<file path="src/rtl/stream_combiner_if.sv">
// Handshake bundle for the two-input stream combiner: A0 and A1 sink sides, B source side.
// The slave view belongs to the combiner; the master view belongs to whatever drives it.
interface stream_combiner_if #(
  parameter int WIDTH0 = 32,
  parameter int WIDTH1 = 32
);
  logic                     iValid_AM0;
  logic                     oReady_AM0;
  logic [WIDTH0-1:0]        iData_AM0;
  logic                     iValid_AM1;
  logic                     oReady_AM1;
  logic [WIDTH1-1:0]        iData_AM1;
  logic                     oValid_BM;
  logic                     iReady_BM;
  logic [WIDTH1+WIDTH0-1:0] oData_BM;

  modport slave (
    input  iValid_AM0, iData_AM0,
    input  iValid_AM1, iData_AM1,
    input  iReady_BM,
    output oReady_AM0, oReady_AM1,
    output oValid_BM, oData_BM
  );

  modport master (
    output iValid_AM0, iData_AM0,
    output iValid_AM1, iData_AM1,
    output iReady_BM,
    input  oReady_AM0, oReady_AM1,
    input  oValid_BM, oData_BM
  );
endinterface

</file>
<file path="src/rtl/stream_combiner.sv">
// Joins one beat from A0 and one from A1 into a single B beat {A0, A1}.
// One holding slot per input; registered output stage, either main+skid (BURST="yes") or a single entry.
module stream_combiner #(
  parameter int    WIDTH0 = 32,
  parameter int    WIDTH1 = 32,
  parameter string BURST  = "yes"
) (
  input  logic             iCLK,
  input  logic             iRST,
  stream_combiner_if.slave bus
);
  localparam int WOUT = WIDTH1 + WIDTH0;

  logic              slot0V;
  logic              slot1V;
  logic [WIDTH0-1:0] slot0D;
  logic [WIDTH1-1:0] slot1D;
  logic              mainV;
  logic [WOUT-1:0]   mainD;
  logic              outRdy;
  logic              joinNow;
  logic              accept0;
  logic              accept1;
  logic              drain;
  logic [WOUT-1:0]   joinD;

  assign joinNow = slot0V && slot1V && outRdy;
  assign joinD   = {slot0D, slot1D};
  assign drain   = mainV && bus.iReady_BM;

  // Readies come from registered state only; the reset term forces them low during reset.
  assign bus.oReady_AM0 = iRST && (!slot0V || joinNow);
  assign bus.oReady_AM1 = iRST && (!slot1V || joinNow);
  assign accept0        = bus.iValid_AM0 && bus.oReady_AM0;
  assign accept1        = bus.iValid_AM1 && bus.oReady_AM1;

  assign bus.oValid_BM = mainV;
  assign bus.oData_BM  = mainD;

  always_ff @(posedge iCLK or negedge iRST) begin
    if (!iRST) begin
      slot0V <= 1'b0;
      slot0D <= '0;
      slot1V <= 1'b0;
      slot1D <= '0;
    end else begin
      if (accept0) begin
        slot0D <= bus.iData_AM0;
        slot0V <= 1'b1;
      end else if (joinNow) begin
        slot0V <= 1'b0;
      end
      if (accept1) begin
        slot1D <= bus.iData_AM1;
        slot1V <= 1'b1;
      end else if (joinNow) begin
        slot1V <= 1'b0;
      end
    end
  end

  generate
    if (BURST == "yes") begin : genBurst
      logic            skidV;
      logic [WOUT-1:0] skidD;

      assign outRdy = !skidV;

      // A join is only possible with the skid empty, so skid refill and join never coincide.
      always_ff @(posedge iCLK or negedge iRST) begin
        if (!iRST) begin
          mainV <= 1'b0;
          mainD <= '0;
          skidV <= 1'b0;
          skidD <= '0;
        end else if (drain) begin
          if (skidV) begin
            mainD <= skidD;
            skidV <= 1'b0;
          end else if (joinNow) begin
            mainD <= joinD;
          end else begin
            mainV <= 1'b0;
          end
        end else if (joinNow) begin
          if (!mainV) begin
            mainD <= joinD;
            mainV <= 1'b1;
          end else begin
            skidD <= joinD;
            skidV <= 1'b1;
          end
        end
      end
    end else begin : genSingle
      assign outRdy = !mainV;

      always_ff @(posedge iCLK or negedge iRST) begin
        if (!iRST) begin
          mainV <= 1'b0;
          mainD <= '0;
        end else if (drain) begin
          mainV <= 1'b0;
        end else if (joinNow) begin
          mainD <= joinD;
          mainV <= 1'b1;
        end
      end
    end
  endgenerate
endmodule

</file>
<file path="src/flat_wrapper.sv">
// flat-port wrapper written by rule: the top's interface ports become plain ports
module stream_combiner_flat 
#(
  parameter int    WIDTH0 = 32,
  parameter int    WIDTH1 = 32,
  parameter string BURST  = "   "
)
  (iCLK, iRST, bus_iValid_AM0, bus_iData_AM0, bus_iValid_AM1, bus_iData_AM1, bus_iReady_BM, bus_oReady_AM0, bus_oReady_AM1, bus_oValid_BM, bus_oData_BM);
  stream_combiner_if #(.WIDTH0(WIDTH0), .WIDTH1(WIDTH1)) bus_i ();
  input  logic iCLK;
  input  logic iRST;
  input wire logic [$bits(bus_i.iValid_AM0)-1:0] bus_iValid_AM0;
  input wire logic [$bits(bus_i.iData_AM0)-1:0] bus_iData_AM0;
  input wire logic [$bits(bus_i.iValid_AM1)-1:0] bus_iValid_AM1;
  input wire logic [$bits(bus_i.iData_AM1)-1:0] bus_iData_AM1;
  input wire logic [$bits(bus_i.iReady_BM)-1:0] bus_iReady_BM;
  output wire logic [$bits(bus_i.oReady_AM0)-1:0] bus_oReady_AM0;
  output wire logic [$bits(bus_i.oReady_AM1)-1:0] bus_oReady_AM1;
  output wire logic [$bits(bus_i.oValid_BM)-1:0] bus_oValid_BM;
  output wire logic [$bits(bus_i.oData_BM)-1:0] bus_oData_BM;
  assign bus_i.iValid_AM0 = bus_iValid_AM0;
  assign bus_i.iData_AM0 = bus_iData_AM0;
  assign bus_i.iValid_AM1 = bus_iValid_AM1;
  assign bus_i.iData_AM1 = bus_iData_AM1;
  assign bus_i.iReady_BM = bus_iReady_BM;
  assign bus_oReady_AM0 = bus_i.oReady_AM0;
  assign bus_oReady_AM1 = bus_i.oReady_AM1;
  assign bus_oValid_BM = bus_i.oValid_BM;
  assign bus_oData_BM = bus_i.oData_BM;
  stream_combiner #(.WIDTH0(WIDTH0), .WIDTH1(WIDTH1), .BURST(BURST)) u_core (.iCLK(iCLK), .iRST(iRST), .bus(bus_i));
endmodule
</file>
<file path="config.mk">
export PLATFORM = sky130hd
export DESIGN_NAME = stream_combiner_flat
export DESIGN_NICKNAME = d
export VERILOG_FILES = /design/src/rtl/stream_combiner_if.sv /design/src/rtl/stream_combiner.sv /design/src/flat_wrapper.sv
export SDC_FILE = /design/constraint.sdc
export NUM_CORES = 1
export LEC_CHECK = 0
export CORE_ASPECT_RATIO = 1.1
export CORE_MARGIN = 5
export CORE_UTILIZATION = 48
export CTS_CLUSTER_SIZE = 25
export DETAILED_ROUTE_END_ITERATION = 6
export GPL_ROUTABILITY_DRIVEN = 0
export HOLD_SLACK_MARGIN = 0.06
export PLACE_DENSITY = 0.8
export RECOVER_POWER = 100
export REMOVE_ABC_BUFFERS = 1
export SETUP_SLACK_MARGIN = 0.3
export SKIP_CTS_REPAIR_TIMING = 1
export SLEW_MARGIN = 5
export SYNTH_ARGS = -nofsm -noshare
export SYNTH_HDL_FRONTEND = slang
export SYNTH_SLANG_ARGS = --single-unit
</file>
<file path="constraint.sdc">
create_clock -name iCLK -period 1.8 [get_ports iCLK]
set_input_delay 0.36 -clock iCLK [delete_from_list [all_inputs] [get_ports iCLK]]
set_output_delay 0.36 -clock iCLK [all_outputs]
set_load 0.05 [all_outputs]
</file>
**Word level (Yosys, flattened, before mapping)**

Cells that the tools add are included.

- Register bits: 131
- Bits of input ports: 69
- Output and inout bits: 67
- Logic and storage cells: 28

- Mux-type cells: 5
- Bitwise logic cells: 1
- Reduce and logical (&&, ||, !) cells: 16

Operator list:

| kind | number |
|---|---|
| $logic_and 1x1->1 | 7 |
| $reduce_bool 2->1 | 3 |
| $mux 1 | 5 |
| $logic_not 1->1 | 3 |
| $logic_or 1x1->1 | 2 |
| $reduce_and 2->1 | 1 |
| $not 1->1 | 1 |

**Longest topological paths before layout**

- Depth in word-level cells: 6
- Gate-level depth with buffers: 5
- Mapped depth without buffers: 3

**Worst setup path before layout**

Ideal clock, no wire load.

- Path kind: reg2out
- Start point: register u_core.mainV, in the netlist u_core.bus.oValid_BM
- End point: output port bus_oReady_AM1
- Arrival time: 1.729 ns
- Data required time: 1.440 ns
- Setup slack: -0.289 ns
- Stages on the path, launching flop included: 6
- Buffers on the path: 2
- Path through: dfrtp_1 > nand3b_1 > buf_2 > buf_2 > nand2_1 > and2_1

- Cells in the longest elaborated chain, start to end: 4

RTL lines:

| element | RTL line | RTL |
|---|---|---|
| start, declared | stream_combiner.sv:18 | `logic mainV;` |
| start signal, assigned | stream_combiner.sv:100 | `mainV <= 1'b0;` |
| start signal, assigned | stream_combiner.sv:103 | `mainV <= 1'b0;` |
| start signal, assigned | stream_combiner.sv:106 | `mainV <= 1'b1;` |
| $logic_not 1->1 | stream_combiner.sv:96 | `assign outRdy = !mainV;` |
| $logic_and 1x1->1 | stream_combiner.sv:27 | `assign joinNow = slot0V && slot1V && outRdy;` |
| $logic_or 1x1->1 | stream_combiner.sv:33 | `assign bus.oReady_AM1 = iRST && (!slot1V \|\| joinNow);` |
| $logic_and 1x1->1 | stream_combiner.sv:33 |  |
| end, declared | flat_wrapper.sv:18 | `output wire logic [$bits(bus_i.oReady_AM1)-1:0] bus_oReady_AM1;` |

No other way between the ends.

**Final worst setup path**

Ends and elaborated chain as after synthesis.

==> results.rst <==
.. list-table::
   :header-rows: 1

   * - Metric
     - Value
   * - Result of the run
     - finished with violations
   * - Failing checks
     - negative hold slack, negative setup slack
   * - Max-cap viol count
     - 0
   * - Async S/R FF share, synth
     - 1.000
   * - Data required time of the critical path
     - about 1.4 ns
   * - Total clock sinks
     - between 100 and 150
   * - Number of nets still failing antenna checks after routing
     - 0
   * - Worst skew pair latency
     - slightly above 0.5 ns
   * - Initial Utilization
     - 0.4933
   * - Share of synthesized area spent on multiplexers
     - 0.2955
   * - Routed vias
     - roughly 3000
   * - Count of input and output buffers
     - about 140
   * - Maximum fanout count along the critical path
     - 4
   * - Actual transition at the worst max-transition pin
     - a little over 0.8 ns
   * - Critical path endpoint category
     - primary output
   * - Fmax
     - 0.5134 GHz
   * - Via count of the first global-routing pass
     - around 3200
   * - Number of DRC violations after detailed routing
     - 0
   * - #FFs+latches synth
     - ~130
   * - Die area
     - around 12000 sq um
   * - Post-route cell area
     - between 7000 and 8000 sq um
   * - Number of violations reported at the end of detailed-routing iteration 0
     - 75
   * - Minimum setup slack in the final design
     - -0.1479 ns
   * - Routed length per placed instance
     - ~19 microns
   * - Synth area leaders
     - dfrtp_1, mux2_2, mux2_1
   * - Half-perimeter wire length after placement
     - 6789 microns
   * - Worst reg-to-reg path cell count
     - 7
   * - PD cells
     - roughly 2200 nW/um^2
   * - Final Max Tran Viols
     - 0
   * - Total wirelength of the detailed-routed design
     - between 10000 and 15000 microns
   * - Number of antenna violations at the first check in global routing
     - 0
   * - Leakage power total
     - 3.288 nW
   * - Root cell of the clock tree
     - clkbuf_8
   * - Number of detailed-routing iterations run before antenna repair
     - 4
   * - Total Negative Setup Slacks
     - -1.727 ns
   * - H-tree levels
     - 4
   * - Simple-gate area share of the yosys netlist
     - 0.01000
   * - Main combinational cell family by area after synthesis
     - multiplexers
   * - Growth of design area from synthesis to finish
     - 49.76%
   * - Worst clock skew
     - just over 0.006 ns
   * - Number of buffers created by CTS
     - 17
   * - Yosys warnings
     - 0
   * - Most instantiated flip-flop cell in the synthesis netlist
     - dfrtp_1
   * - Cell with the most instances after synthesis
     - dfrtp_1
   * - Worst Setup Start Kind
     - flop
   * - TritonCTS clock tree
     - built
   * - Final cell utilization of the core
     - 0.7387
   * - Min-Delay Path Class
     - input port to asynchronous set/reset pin
   * - Post-DR vias/cell
     - a little over 5
   * - Launch point of the worst reg-to-reg path
     - u_core.bus.oValid_BM$_DFFE_PN0P_
   * - Parity-gate share of the synthesized area counting xor and xnor cells
     - 0
   * - Pwr Total
     - 16.18 mW
   * - FP Rows
     - 38
   * - Netlist cell types
     - 12
   * - Unrepaired setup endpoints after global routing
     - true
   * - Post-synth EDFFs
     - 0
   * - Post-Syn Area
     - ~5000 sq um
   * - End of the worst register-to-register path
     - u_core.slot1D[13]$_DFFE_PN0P_
   * - Maximum number of pins on one net before global-route repair
     - between 90 and 100
   * - Die height
     - 115.7 microns
   * - Horizontal die dimension
     - approximately 110 microns
   * - Area after DPL
     - 6296 sq um
   * - Reg2reg setup slack
     - -0.07 ns
   * - Share of synthesized cell area in full adder, half adder and majority cells
     - 0
   * - Max Buffers Root-to-Sink
     - 2
   * - Final Hold Fails
     - between 90 and 100
   * - Worst Setup Path Type
     - flop to primary output
   * - Largest area contributor in the netlist
     - dfrtp_1
   * - Overall global routing resource usage
     - 0.1731
   * - Clock-pin slew on the worst setup and hold paths
     - around 0.06 ns
   * - Sequential area share after synthesis
     - 0.6720
   * - Setup violators final
     - 34
   * - Antenna Cells
     - 0
   * - Fraction of the mapped netlist area in compound gates
     - 0.004617
   * - Fraction of final layout cells sized beyond drive strength 1
     - 0.5358
   * - Slew margin rel.
     - 0.4531
   * - Post-Route Hold Slack
     - -0.03771 ns
   * - Most frequent cells after synthesis
     - dfrtp_1, mux2_2, mux2_1, buf_2, nand2_1
   * - Final layout net count
     - 518
   * - Min Clock Period, post-route
     - between 1.5 and 2 ns
   * - Yosys top cell area share
     - 0.6720
   * - Share of the cycle needed by the critical path after routing
     - 1.082
   * - Synthesized instance count
     - about 290
   * - Crit path DAT
     - roughly 1.6 ns
   * - GRT Residual Overflow
     - 0
   * - Post-Synthesis Mean Instance Area
     - between 15 and 20 sq um
   * - Area of the core region
     - around 9900 sq um
   * - I/O pin count
     - around 140
   * - Wire length of the first global-routing pass
     - ~16000 microns
   * - IR drop worst, VDD
     - between 0.001 and 0.0015 V
==> worst max-delay path by stage <==
stage | cells past startpoint | slack [ns] | end | from
after floorplan | 3 | -2.59 | u_core.slot1D[0]$_DFFE_PN0P_ | u_core.bus.oValid_BM$_DFFE_PN0P_
after global placement | 5 | -0.03 | u_core.slot0D[13]$_DFFE_PN0P_ | bus_iValid_AM0
after detailed placement | 5 | -0.05 | u_core.slot1D[3]$_DFFE_PN0P_ | bus_iValid_AM1
after CTS | 4 | -0.31 | bus_oReady_AM1 | u_core.bus.oValid_BM$_DFFE_PN0P_
after global routing | 4 | -0.25 | bus_oReady_AM1 | u_core.slot1V$_DFFE_PN0P_
final | 4 | -0.15 | bus_oReady_AM1 | u_core.bus.oValid_BM$_DFFE_PN0P_
==> worst max-delay path: stages, from the launching register on <==
cell      delay [ns]
dfrtp_1         0.40
nand3b_1        0.25
nand2_1         0.14
and2_4          0.16
buf_12          0.13
==> report_power, final <==
group / leakage (nW) / internal [mW] / switching [mW]
sequential: 1.55 / 4.45 / 0.851
clock: 0.287 / 2.21 / 1.19
combinational: 1.45 / 3.34 / 4.15
total: 3.29 / 9.99 / 6.19
==> cells in the final DEF, fill, tap and decap left out, drive strengths merged <==
cell type | synthesis | final
nand2 | 6 | 6
a21oi | 2 | 2
nand3b | 1 | 1
clkinvlp | 0 | 2
o21ai | 1 | 1
mux2 | 128 | 128
clkdlybuf4s50 | 0 | 67
clkinv | 0 | 4
buf | 13 | 84
dfrtp | 131 | 131
inv | 1 | 1
clkbuf | 0 | 28
nand2b | 1 | 1
bufinv | 0 | 3
and2 | 2 | 2
==> flip-flops by register name (all words and copies together) (netlist names) <==
signal	flops
u_core.bus.oData_BM	64
u_core.bus.oValid_BM	1
u_core.slot0D	32
u_core.slot0V	1
u_core.slot1D	32
u_core.slot1V	1
==> layout make-up <==
class | instances | area, sq um
Multi-Input combinational cell | 141 | 1647
Sequential cell | 131 | 3278
Clock inverter | 9 | 128.9
Timing Repair Buffer | 157 | 1635
Tap cell | 120 | 150.1
Inverter | 1 | 3.754
Fill cell | 603 | 2584
Clock buffer | 22 | 462.9
==> metrics by stage <==
step           instances  setup slack [ns]
2_1_floorplan        273            -2.587
3_3_place_gp         537          -0.02762
3_5_place_dp         537          -0.04924
4_1_cts              568           -0.3103
5_1_grt              581           -0.2477
6_report             581           -0.1479
==> metal layers <==
metal,GRT usage,routed length [microns],vias up
li1,-,-,1338
met1,0.2144,4618,1508
met2,0.2738,5431,106
met3,0.07632,750,17
met4,0.05959,187,0
met5,0,0,-
==> logic make-up after synthesis <==
kind of cell,count (synthesis)
and+or+nand+nor,10
muxes,128
AOI/OAI and AO/OA,3
DFF,131
buffers and inverters,14
No activity file was read; power rests on OpenSTA's default activity.
